File: src/rtl/uart_rx_frame_receiver.sv
// UART receiver: 2-flop synchronised RX_IN, oversampled 2-of-3 mid-bit vote,
// optional parity and stop checking, one result pulse per frame.
`timescale 1ns/100ps
module uart_rx_frame_receiver #(
    parameter int DATA_WIDTH = 8,
    parameter int OVERSAMPLE = 8
) (
    input  logic                  CLK,
    input  logic                  RST,
    input  logic                  RX_IN,
    input  logic                  PAR_EN,
    input  logic                  PAR_TYP,
    output logic [DATA_WIDTH-1:0] P_DATA,
    output logic                  Data_Valid,
    output logic                  par_err,
    output logic                  stp_err,
    output logic                  busy
);

    localparam int EW = $clog2(OVERSAMPLE);
    localparam int BW = (DATA_WIDTH > 1) ? $clog2(DATA_WIDTH) : 1;
    localparam int H  = OVERSAMPLE / 2;

    typedef enum logic [2:0] {IDLE, START, DATA, PARITY, STOP} state_t;

    state_t                state_q, state_d;
    logic                  rx_m, rx_s;
    logic [EW-1:0]         edge_cnt, low_run;
    logic [BW-1:0]         bit_cnt;
    logic [2:0]            smp;
    logic [DATA_WIDTH-1:0] shift_reg;
    logic                  perr, brk, par_en_q, par_typ_q;
    logic                  vote, vote_now, bit_end, last_bit;
    logic                  start_frame, fin_ok, fin_perr, fin_stp;

    assign vote     = (smp[0] & smp[1]) | (smp[0] & smp[2]) | (smp[1] & smp[2]);
    assign vote_now = (edge_cnt == EW'(H + 2));
    assign bit_end  = (edge_cnt == EW'(OVERSAMPLE - 1));
    assign last_bit = (bit_cnt == BW'(DATA_WIDTH - 1));
    assign busy     = (state_q != IDLE);

    always_ff @(posedge CLK or negedge RST) begin
        if (!RST) begin
            rx_m <= 1'b1;
            rx_s <= 1'b1;
        end else begin
            rx_m <= RX_IN;
            rx_s <= rx_m;
        end
    end

    always_ff @(posedge CLK or negedge RST) begin
        if (!RST) state_q <= IDLE;
        else      state_q <= state_d;
    end

    always_comb begin
        state_d     = state_q;
        start_frame = 1'b0;
        fin_ok      = 1'b0;
        fin_perr    = 1'b0;
        fin_stp     = 1'b0;
        case (state_q)
            IDLE: begin
                if (!rx_s && !brk) begin
                    state_d     = START;
                    start_frame = 1'b1;
                end
            end
            START: begin
                if (vote_now && vote) state_d = IDLE;
                else if (bit_end)     state_d = DATA;
            end
            DATA: begin
                if (bit_end && last_bit) state_d = par_en_q ? PARITY : STOP;
            end
            PARITY: begin
                if (bit_end) state_d = STOP;
            end
            STOP: begin
                if (vote_now) begin
                    state_d = IDLE;
                    if (!vote)     fin_stp  = 1'b1;
                    else if (perr) fin_perr = 1'b1;
                    else           fin_ok   = 1'b1;
                end
            end
            default: state_d = IDLE;
        endcase
    end

    // low_run counts rx_s low cycles already elapsed; a start edge that arrived
    // while STOP was still finishing is then picked up at its true bit phase.
    always_ff @(posedge CLK or negedge RST) begin
        if (!RST) begin
            edge_cnt  <= '0;
            low_run   <= '0;
            bit_cnt   <= '0;
            smp       <= 3'b111;
            shift_reg <= '0;
            perr      <= 1'b0;
            brk       <= 1'b0;
            par_en_q  <= 1'b0;
            par_typ_q <= 1'b0;
        end else begin
            if (start_frame)                       edge_cnt <= low_run;
            else if (state_q == IDLE || bit_end)   edge_cnt <= '0;
            else                                   edge_cnt <= edge_cnt + 1'b1;

            if (rx_s)                              low_run <= '0;
            else if (low_run != EW'(H - 1))        low_run <= low_run + 1'b1;

            if (edge_cnt == EW'(H - 1)) smp[0] <= rx_s;
            if (edge_cnt == EW'(H))     smp[1] <= rx_s;
            if (edge_cnt == EW'(H + 1)) smp[2] <= rx_s;

            if (state_q == START)                  bit_cnt <= '0;
            else if (state_q == DATA && bit_end)   bit_cnt <= bit_cnt + 1'b1;

            if (state_q == DATA && vote_now) shift_reg[bit_cnt] <= vote;

            if (state_q == IDLE)
                perr <= 1'b0;
            else if (state_q == PARITY && vote_now && (vote != (^shift_reg ^ par_typ_q)))
                perr <= 1'b1;

            // a held-low line after a stop error must go high before a new start
            if (fin_stp)                           brk <= 1'b1;
            else if (state_q == IDLE && rx_s)      brk <= 1'b0;

            if (start_frame) begin
                par_en_q  <= PAR_EN;
                par_typ_q <= PAR_TYP;
            end
        end
    end

    always_ff @(posedge CLK or negedge RST) begin
        if (!RST) begin
            P_DATA     <= '0;
            Data_Valid <= 1'b0;
            par_err    <= 1'b0;
            stp_err    <= 1'b0;
        end else begin
            Data_Valid <= fin_ok;
            par_err    <= fin_perr;
            stp_err    <= fin_stp;
            if (fin_ok) P_DATA <= shift_reg;
        end
    end

endmodule

File: config.mk
export PLATFORM = sky130hd
export DESIGN_NAME = uart_rx_frame_receiver
export DESIGN_NICKNAME = d
export VERILOG_FILES = /design/src/rtl/uart_rx_frame_receiver.sv
export SDC_FILE = /design/constraint.sdc
export NUM_CORES = 1
export LEC_CHECK = 0
export CAP_MARGIN = 10
export CORE_MARGIN = 10
export CORE_UTILIZATION = 40
export CTS_CLUSTER_SIZE = 8
export DETAILED_ROUTE_END_ITERATION = 6
export DONT_BUFFER_PORTS = 1
export SETUP_SLACK_MARGIN = 0.1
export SYNTH_ARGS = -nofsm -noshare
export SYNTH_HDL_FRONTEND = slang
export SYNTH_SLANG_ARGS = --single-unit
File: constraint.sdc
create_clock -name CLK -period 3.49 [get_ports CLK]
set_input_delay 0.1745 -clock CLK [delete_from_list [all_inputs] [get_ports CLK]]
set_output_delay 0.1745 -clock CLK [all_outputs]
set_load 0.05 [all_outputs]
* Word level (Yosys, flattened, before mapping)
Cells that the tools add are included.
** Word-level totals
- Register bits after elaboration :: 40
- Word-level logic and storage cells :: 100
** Operators by class
- $add $sub $neg :: 3
- $lt $le $gt $ge :: 2
- Equality and inequality tests :: 17
- Mux-type cells :: 34
- Bitwise operators :: 6
- Reductions and logical operators :: 20
** Operators with widths (count)
- two-way mux 3 bit :: 13
- == test 3 bit (second input constant) :: 6
- two-way mux 1 bit :: 18
- case mux 3 bit (5 select lines) :: 1
- adder 3 x 1 -> 3 bit (second input constant) :: 3
- == test 3 x 2 -> 1 bit (second input constant) :: 3
- logical AND 1 bit :: 9
- bitwise mux 8 bit :: 1
- != test 2 bit (second input constant) :: 4
- nonzero test 2 bit :: 4
- parity 8 bit :: 1
- AND reduction 5 bit :: 1
- < comparator 3 x 4 -> 1 bit (second input constant) :: 1
- bitwise AND 1 bit :: 3
- demux 1 bit (select 3 bit) :: 1
- == test 3 x 1 -> 1 bit (second input constant) :: 1
- greater-or-equal comparator 3 x 1 -> 1 bit (second input constant) :: 1
- logical NOT 3 bit :: 1
- != test 3 x 2 -> 1 bit (second input constant) :: 1
- != test 3 bit (second input constant) :: 1
- nonzero test 3 bit :: 1
- logical NOT 1 bit :: 2
- OR 1 bit :: 2
- logical OR 1 bit :: 1
- 2 further kinds :: 2

* Depth between registers and ports, before layout
Gate-level depths: netlist (run 1).
- Depth after elaboration :: 7
- Mapped depth :: 7
- Depth with buffers taken out :: 6

* Least setup slack after synthesis (run 1)
Ideal clock, no wire load.
- Path type :: reg-to-reg
- Start :: register edge_cnt[0]
- End :: register shift_reg[5]
- Library setup time :: 125 ps
- Arrival :: 1594 ps
- Required time :: 3365 ps
- Slack :: 1772 ps
- Cell stages (with the launch flop) :: 7
- Buffers on the path :: 0
- Period minus slack after synthesis :: 1718 ps
- Cells stage by stage :: dfrtp_1 -> inv_1 -> ha_1 -> and4b_1 -> nand3b_1 -> nor3b_2 -> mux2_2
** On the way
- Word-level cells in the longest chain between the ends :: 2
** Ends and longest elaborated chain
- start, declared :: line 28 : logic [EW-1:0] edge_cnt, low_run;
- start signal, assigned :: line 106 : if (start_frame) edge_cnt <= low_run;
- start signal, assigned :: line 108 : else edge_cnt <= edge_cnt + 1'b1;
- == test 3 bit :: line 37 : assign vote_now = (edge_cnt == EW'(H + 2));
- logical AND 1 bit :: line 120 : if (state_q == DATA && vote_now) shift_reg[bit_cnt] <= vote;
- end signal, assigned by index :: line 120
- end, declared :: line 31 : logic [DATA_WIDTH-1:0] shift_reg;
No other way between the ends.
A chain may end at the register's enable or synchronous reset.

* Worst setup path after layout (run 1)
- Start :: register state_q[0]
- End :: output busy
** On the way
- Word-level cells in the longest chain between the ends :: 1
** Ends and longest elaborated chain
- start, declared :: line 26 : state_t state_q, state_d;
- start signal, assigned :: line 54 : else state_q <= state_d;
- nonzero test 3 bit :: line 40 : assign busy = (state_q != IDLE);
- end, declared :: line 17 : output logic busy
No other way between the ends.

==> results of run 1 <==
==> cells by family after synthesis <==
group	Yosys count	share of synthesized area, %
adders and majority gates	11	6.704
AOI/OAI and AO/OA	22	7.073
xor gates and xnor gates	9	4.551
muxes	23	14.08
DFF	40	49.51
and+or+nand+nor	46	13.41
buffers and inverters	20	4.673
==> worst paths after layout <==
check / from / endpoint / slack, ns / depth (start not counted)
max in group asynchronous: RST / smp[0] / 2.90 / 2
max reg2reg: edge_cnt[0] / shift_reg[1] / 1.61 / 6
max: state_q[0] / busy / 1.46 / 2
min: PAR_EN / par_en_q / 0.03 / 1
min in group asynchronous: RST / edge_cnt[0] / 0.34 / 2
min reg2reg: rx_m / rx_s / 0.36 / 0
==> stage by stage <==
step	total power (uW)	util, %	hold WS, ns	setup WS, ns
floorplan	985.8	-	-0.1211	1.772
global placement	1030	42.78	-0.1194	1.693
detailed placement	1050	42.78	-0.1194	1.614
CTS	1360	45.30	0.01948	1.443
global route	1450	45.30	0.02128	1.262
finish	1342	45.30	0.03089	1.455
==> timing repair <==
action                                 in CTS  in global routing
endpoints found under the hold margin      41                  0
gates resized for setup                     0                  0
hold buffers                                3                  0
==> layout make-up <==
type,instances,area [um^2]
fillers,455,2635
flip-flops and latches,40,1007
multi-input cells,111,932.1
well taps,67,83.83
clock buffers,7,76.32
repair buffers,3,40.04
inverters,10,37.54
clock inverters,1,5.005
==> cells in the final DEF (no fill, tap or decap), types with 3 or more instances in the layout <==
cell,n
clkbuf_8,5
nor2_1,10
o21ai_0,5
mux2_1,3
nor3b_2,3
o31ai_1,3
inv_1,10
nand3_1,5
mux2_2,10
mux2_4,8
a21oi_1,4
nand2_1,14
a22oi_1,3
dfrtp_1,35
dfstp_2,5
xnor2_1,6
ha_1,10
nand3b_1,3
==> routing by layer <==
layer	up-vias	share of wire, %
met5	-	0
met3	5	6.2
li1	581	-
met1	604	47
met2	20	45
met4	0	1.5
==> power by group <==
part	switching [uW]	internal, uW	leakage, uW
sequential	107	552	0.000526
combinational	222	169	0.000445
clock	152	140	0.0000422
==> worst max-delay path, delay by kind of cell (launching register included) <==
family,cells,cell delay (ns)
AND/OR/NAND/NOR,1,0.58
flip-flops,1,0.59
buffers and inverters,1,0.39
==> summary.md, run 1 <==
| Metric | Value |
|---|---|
| Via-per-instance ratio | a little over 5 |
| Layout Area Growth over Synthesis | 7.257% |
| CP arrival | roughly 1.9 ns |
| Prevailing post-synth register cell | dfrtp_1 |
| Largest net degree at the start of global routing | 41 |
| Fin nets | ~190 |
| Syn Inst Count | approximately 170 |
| Grt peak-use layer | met2 |
| Die W | between 90 and 100 um |
| Worst slew pin tran | just under 0.6 ns |
| Routed WL | 3443 um |
| Commonest cells post-synth | 35 x dfrtp_1, 14 x nand2_1 |
| HP Class | primary input to flip-flop |
| Hold Fails Final Rpt | 0 |
| # rows | 25 |
| Final period util | between 50% and 60% |
| Yosys cell types | 41 |
| EDFF count, synth | 0 |
| DR vias | roughly 1,200 |
| Rel. slew slack | 61.02% |
| Max Cap Viol | 0 |
| Die Y-Extent | roughly 91 um |
| Register clock-pin slew on the reported worst setup and hold paths | around 0.07 ns |
| Placed cell area | 2061 um^2 |
| Min cycle time layout | a little over 2 ns |
| Final Instance Area | roughly 2200 um^2 |
| Root Buffer Master | clkbuf_8 |
| RSZ-0062 raised after global routing | no |
| Mean Syn Cell Area | 11.90 um^2 |
| Syn nets | 186 |
| Initial antenna violation count | 0 |
| Total GRT Usage | 9.174% |
| Slowest CP cell | dfrtp_1 |
| Worst Path Max Fanout | 16 |
| Sequential area share after synthesis | 49.51% |
| Drt wl/cell | between 10 and 15 um |
| Synth area leader | dfrtp_1 |
| Antenna-violating nets left | 0 |
| Pwr Density | 615.1 nW/um^2 |
| CTS tree | done |
| I/O pins | 17 |
| Num CTS Buffers | 5 |
| Die area | roughly 8300 um^2 |
| # setup viols final | 0 |
| Pre-Repair DR Iteration Count | 4 |
| GR Layer Usage met1 | between 10% and 20% |
| Final setup skew | around 0.0047 ns |
| Gp weighted congestion | slightly above 0.8 |
| Initial core utilization | a little over two fifths |
| Critical path launch point type | flip-flop |
| Worst Setup End Kind | output pin |
| Number of global-route vias before repair | approximately 1,200 |
| Clock buffer depth | 2 |
| Non-filler cells in the finished layout | roughly 240 |
| Top-count cell post-synth | dfrtp_1 |
| Drc violations | 0 |
| Placed cells | 228 |
| Worst EP required | between 3 and 4 ns |
| Antenna diodes | 0 |
| First-pass GRT wire length | roughly 6300 um |
| 1st-iter DRT viols | a little over 60 |
| Setup CP Type | flip-flop to output pin |
| Synth Register Bits | 40 |
| Status | finished clean |
| HPWL Detailed | roughly 2500 um |
| PortBufs | 0 |
| Met2 usage | a little over an eighth |
| VDD IR-drop max | 0.2178 mV |
| Fmax | slightly below 500 MHz |
| Met3 GRT Util | 3.868% |
| Clock insertion delay at the later pin of the skew report | approximately 0.29 ns |
| Share of cells above drive strength 1 | roughly 22% |
| Leakage | a little over 0.001 uW |
| Slew Viols, Final | 0 |
| Yosys warning total | 0 |
| Synth area leaders | dfrtp_1 43%, dfstp_2 6.5%, ha_1 6.2% |
| CP peak stage delay | a little under 0.6 ns |
| TNS Setup | 0 ns |
| GRT overflow | 0 |
| Core ar. | 4817 um^2 |
| Post-synth top area share | a little over two fifths |
| # clock sinks | 40 |
| Postcts setup bufs | 0 |
| Fraction of synthesis flops using an asynchronous set or reset pin | 100.0% |
| Crit path cell chain | nor3_2, inv_1 |
| H-tree levels | 2 |
| Mapped Area | between 2000 and 2500 um^2 |
Note: power is estimated with default switching activity, not from simulation.
==> inputs of run 2 (changes only) <==
==> constraint.sdc (replaced) <==
create_clock -name CLK -period 1.9 [get_ports CLK]
set_input_delay 0.095 -clock CLK [delete_from_list [all_inputs] [get_ports CLK]]
set_output_delay 0.095 -clock CLK [all_outputs]
set_load 0.05 [all_outputs]
==> run 2 against run 1 <==
Net effect:
- register-to-register slack got worse by 1.4 ns
- sequential power increased by 78%
- non-clock buffer count increased by 11
- setup slack got worse by 1.3 ns
- clock power increased by 130%
- clock skew decreased by 0.0018 ns
- sequential cell count unchanged
- sequential share of layout area decreased by 3.0 points
- power increased by 110%
- hold slack improved by 0.26 ns
- final cell count increased by 4.6%
- die area unchanged
- critical path type is now flip-flop to flip-flop
==> summary.md, run 2 (same netlist as run 1, synthesis figures left out) <==
| Metric | Value |
|---|---|
| Status | finished clean |
| Max Cap Viol | 0 |
| Commonest cells after routing, fill and taps aside | 35 x dfrtp_1, 14 x nand2_1, 11 x mux2_4, 10 x nor2_1 |
| Number of global-route vias before repair | 1,239 |
| Worst path buffer plus inverter count | 1 |
| Layout Area Growth over Synthesis | 14.76% |
| Routed WL | around 3600 um |
| Crit path cell chain | inv_2, ha_4, and4b_1, nand3b_1, nor3b_2, mux2_2 |
| Worst Setup End Kind | flip-flop |
| GRT overflow | 0 |
| Num CTS Buffers | 5 |
| Rel. slew slack | between 60% and 70% |
| HP Class | primary input to async pin |
| First-pass GRT wire length | ~6000 um |
| Fmax | between 500 and 600 MHz |
| PortBufs | 0 |
| Leakage | 0.001092 uW |
| Switch share | between 30% and 40% |
| 1st-iter DRT viols | 67 |
| Worst EP required | between 2 and 2.5 ns |
| Via-per-instance ratio | about 4.9 |
| Clock buffer depth | 2 |
| # rows | 25 |
| Root Buffer Master | clkbuf_8 |
| Overall Power | between 2000 and 3000 uW |
| Min cycle time layout | around 1.7 ns |
| # clock sinks | 40 |
| Pre-Repair DR Iteration Count | 4 |
| Slew Viols, Final | 0 |
| Initial core utilization | between 40% and 50% |
| CP top delay family | simple AND/OR/NAND/NOR gates |
| Die Y-Extent | just over 90 um |
| Slowest CP cell | dfrtp_1 |
| Largest net degree at the start of global routing | between 40 and 50 |
| Non-filler cells in the finished layout | between 200 and 300 |
| Die area | roughly 8300 um^2 |
| TNS Setup | 0 ns |
| Share of cells above drive strength 1 | between 20 and 30% |
| Antenna diodes | 0 |
| Combinational power share | between 30% and 40% |
| CP arrival | about 1.9 ns |
| CTS tree | done |
| Most common cell after layout, fill and taps aside | dfrtp_1 |
| Setup WS pre-CTS | about 0.12 ns |
| HPWL Detailed | between 2000 and 3000 um |
| Antenna-violating nets left | 0 |
| VDD IR-drop max | 0.5417 mV |
| Worst Path Max Fanout | 4 |
| I/O pins | 17 |
| Clk pwr share | 24.3% |
| Flop pwr share | a little over two fifths |
| Die W | between 90 and 100 um |
| Drt wl/cell | 14.59 um |
| Placed cells | approximately 240 |
| H-tree levels | 2 |
| Pwr Density | about 1200 nW/um^2 |
| Critical path launch point type | flip-flop |
| Internal power | 1838 uW |
| DR vias | about 1,200 |
| RSZ-0062 raised after global routing | yes |
| Register clock-pin slew on the reported worst setup and hold paths | about 0.080 ns |
| Total GRT Usage | under 10% |
| Gp weighted congestion | between 0.8 and 0.9 |
| # setup viols final | 0 |
| Core ar. | 4817 um^2 |
| Final setup skew | about 0.0028 ns |
| Worst Setup Slack, final | 0.1667 ns |
| Clock insertion delay at the later pin of the skew report | 0.29 ns |
| Drc violations | 0 |
| CP peak stage delay | 0.42 ns |
| Final period util | between 90% and 100% |
| Worst slew pin tran | between 0.4 and 0.5 ns |
| Net Switching | around 950 uW |
| Hold Fails Final Rpt | 0 |
| Initial antenna violation count | 0 |
| Fin nets | between 150 and 200 |
| Setup CP Type | flip-flop to flip-flop |
-- run 2: final timing paths --
| kind | from | endpoint | slack (ns) | depth (start not counted) |
|---|---|---|---|---|
| worst max-delay path | edge_cnt[0] | shift_reg[3] | 0.17 | 6 |
| worst min-delay path | RST | par_err | 0.29 | 2 |
| worst max register to register | edge_cnt[0] | shift_reg[3] | 0.17 | 6 |
| worst min register to register | rx_m | rx_s | 0.36 | 0 |
| max in group asynchronous | RST | rx_m | 1.36 | 2 |
| min in group CLK | RX_IN | rx_m | 0.35 | 1 |
-- run 2: repair_timing --
item                                   4_1_cts  5_1_grt
buffers inserted                             0        2
hold buffers                                 5        0
resized for setup                            0        9
endpoints found under the hold margin       43        0
setup endpoints to repair                    0        8
-- run 2: per-layer routing --
metal | vias to the layer above | track usage (%) | part of all wire (%)
met2 | 28 | 13.54 | 44
met4 | 0 | 4.308 | 1.9
met3 | 6 | 3.621 | 5.6
met1 | 591 | 11.13 | 48
met5 | - | 0 | 0
li1 | 609 | - | -
-- run 2: power by group through the flow --
stage / clock (uW) / sequential (uW) / combinational [uW]
floorplan: 0 / 1110 / 701
global route: 738 / 1190 / 1050
detailed placement: 0 / 1190 / 853
CTS: 698 / 1170 / 887
global placement: 0 / 1170 / 836
finish: 676 / 1170 / 937
-- run 2: final cells by class --
class	count	area, um^2
fillers	417	2482
flip-flops and latches	40	1007
multi-input cells	111	970.9
repair buffers	14	127.6
well taps	67	83.83
clock buffers	6	72.57
inverters	10	37.54
clock inverters	2	35.03
-- run 2: stage by stage --
stage	hold WS, ns	utilization (%)	instance area [um^2]
floorplan	-0.2006	-	2034
global placement	-0.1990	43.87	2113
detailed placement	-0.1988	43.87	2113
CTS	0.2888	47.35	2281
global route	0.3054	48.47	2335
finish	0.2870	48.47	2335
-- run 2: worst register-to-register path, delay by kind of cell (launching register included) --
family / cells / cell delay (ns)
buf+inv: 1 / 0.10
mux: 1 / 0.34
fa+ha+maj: 1 / 0.13
simple gates: 3 / 0.64
flops: 1 / 0.42
==> inputs of run 3 (changes only) <==
--- a/config.mk
+++ b/config.mk
@@ -7,7 +7,7 @@
 export LEC_CHECK = 0
 export CAP_MARGIN = 10
 export CORE_MARGIN = 10
-export CORE_UTILIZATION = 40
+export CORE_UTILIZATION = 45
 export CTS_CLUSTER_SIZE = 8
 export DETAILED_ROUTE_END_ITERATION = 6
 export DONT_BUFFER_PORTS = 1
==> run 3 against run 2 <==
Net effect:
- die area down 8.7%
- final area down 1.9%
- critical path depth unchanged
- final cell count down 6.4%
- hold slack worse by 0.016 ns
- clock skew up 0.0032 ns
- largest power group unchanged
- largest cell class unchanged
- non-clock buffer count down 1
- clock power about the same
- global-route usage up 0.43 points
- power down 0.60%
- sequential share of layout area up 0.82 points
- highest routed layer unchanged
==> summary.md, run 3 (same netlist as run 1, synthesis figures left out) <==
| Metric | Value |
|---|---|
| Register clock-pin slew on the reported worst setup and hold paths | approximately 0.080 ns |
| Pre-Repair DR Iteration Count | 4 |
| Share of cells above drive strength 1 | between 20% and 30% |
| DR vias | 1,230 |
| Worst slew pin tran | about 0.5 ns |
| Drt wl/cell | 15.15 um |
| Non-filler cells in the finished layout | roughly 230 |
| Antenna diodes | 0 |
| Via-per-instance ratio | between 5 and 6 |
| Worst setup path start | edge_cnt[0] |
| VDD IR-drop max | 0.7003 mV |
| R2R Path Start | edge_cnt[0] |
| Fmax | about 580 MHz |
| Setup CP Type | flip-flop to flip-flop |
| FILL cells | 370 |
| Critical path launch point type | flip-flop |
| Area of the multi-input gates | about 950 um^2 |
| Slowest CP cell | dfrtp_1 |
| H-tree levels | 2 |
| RSZ-0062 raised after global routing | yes |
| 1st-iter DRT viols | 44 |
| Hold Fails Final Rpt | 0 |
| Fin nets | 196 |
| Final setup skew | around 0.006 ns |
| Num CTS Buffers | 5 |
| Most common cell after layout, fill and taps aside | dfrtp_1 |
| Register-to-register setup slack | 0.17 ns |
| I/O pins | 17 |
| Antenna-violating nets left | 0 |
| Leakage | about 0.0011 uW |
| Final period util | 90.94% |
| FF-to-FF End | shift_reg[3] |
| Initial core utilization | a little under half |
| HP Class | primary input to async pin |
| CP arrival | about 1.9 ns |
| # rows | 24 |
| Clock insertion delay at the later pin of the skew report | between 0.2 and 0.3 ns |
| TNS Setup | 0 ns |
| Met2 WL post-DR | between 1500 and 2000 um |
| Rel. slew slack | between 60% and 70% |
| Die Y-Extent | ~87 um |
| Worst Setup End Kind | flip-flop |
| Pwr Density | roughly 1200 nW/um^2 |
| Worst-case reg-to-reg path depth | 6 |
| Largest net degree at the start of global routing | 41 |
| Core ar. | approximately 4400 um^2 |
| # setup viols final | 0 |
| # clock sinks | 40 |
| Worst EP required | 2.08 ns |
| Met3 wire len | 195 um |
| HPWL Detailed | approximately 2500 um |
| Layout Area Growth over Synthesis | 12.61% |
| Commonest cells after routing, fill and taps aside | 35 x dfrtp_1, 14 x nand2_1, 10 x nor2_1 |
| Routed WL | 3544 um |
| Total GRT Usage | 9.495% |
| Drc violations | 0 |
| First-pass GRT wire length | roughly 5800 um |
| Slew Viols, Final | 0 |
| GRT overflow | 0 |
| Die area | between 7000 and 8000 um^2 |
| Max Cap Viol | 0 |
| CTS tree | done |
| Root Buffer Master | clkbuf_8 |
| Number of global-route vias before repair | approximately 1,200 |
| Gp weighted congestion | 0.7808 |
| FF/Latch Area | about 1000 um^2 |
| CP peak stage delay | ~0.42 ns |
| PortBufs | 0 |
| Worst Path Max Fanout | 4 |
| DR top layer | met4 |
| Crit path cell chain | inv_2, ha_4, and4b_1, nand3b_1, nor3b_2, mux2_4 |
| Initial antenna violation count | 0 |
| Clock buffer depth | 2 |
| Placed cells | ~220 |
| Die W | around 87 um |
| Status | finished clean |
| Min cycle time layout | about 1.7 ns |
| Met1 WL | 1667 um |
-- run 3: cell count changes in the layout (fill, tap and decap cells not counted) --
cell / change
mux2_1: +2
mux2_4: -2
nor3_2: -1
buf_4: -1
nor3_1: +1
nand3_1: +1
nand3_2: -1
-- run 3: power by group --
group / switching, uW / internal (uW)
combinational: 494 / 427
sequential: 157 / 1020
clock: 285 / 390
-- run 3: how the worst max path moves through the flow --
stage	end	slack, ns	depth (start not counted)
after global routing	shift_reg[3]	0.06	6
after global placement	shift_reg[5]	0.18	6
final	shift_reg[3]	0.17	6
after detailed placement	shift_reg[3]	0.13	6
after floorplan	shift_reg[5]	0.18	6
after CTS	shift_reg[3]	0.12	6
-- run 3: cell type report --
cell class | instances | area share [%]
tap | 52 | 2.840
clock inverter | 2 | 1.529
multi-input combinational | 111 | 41.62
sequential | 40 | 43.97
inverter | 10 | 1.638
clock buffer | 6 | 3.168
timing repair buffer | 13 | 5.243
-- run 3: routing by layer --
metal  GRT usage (%)  vias to the layer above
li1                -                      601
met1           11.69                      608
met2           14.95                       19
met3           3.839                        2
met4           2.609                        0
met5               0                        -
-- run 3: through the flow --
stage          util (%)  worst slack, ns  cell area [um^2]  hold WS (ns)  total power (uW)
2_1_floorplan         -           0.1817              2034       -0.2006              1811
6_report          52.61           0.1722              2291        0.2705              2768
3_3_place_gp      47.93           0.1816              2087       -0.1987              2002
4_1_cts           51.78           0.1241              2255        0.2621              2745
5_1_grt           52.61          0.06029              2291        0.2940              2940
3_5_place_dp      47.93           0.1308              2087       -0.1990              2030
-- run 3: worst max-delay path: cells and delay by family (launching register included) --
family	cells	cell delay [ns]
simple gates	3	0.67
flops	1	0.42
mux	1	0.32
fa+ha+maj	1	0.12
buf+inv	1	0.09
-- run 3: what timing repair did --
action | in CTS | in global routing
gates resized for setup | 0 | 5
hold buffers | 5 | 0
hold endpoints to repair | 43 | 0
endpoints found under the setup margin | 0 | 9
buffers inserted | 0 | 2
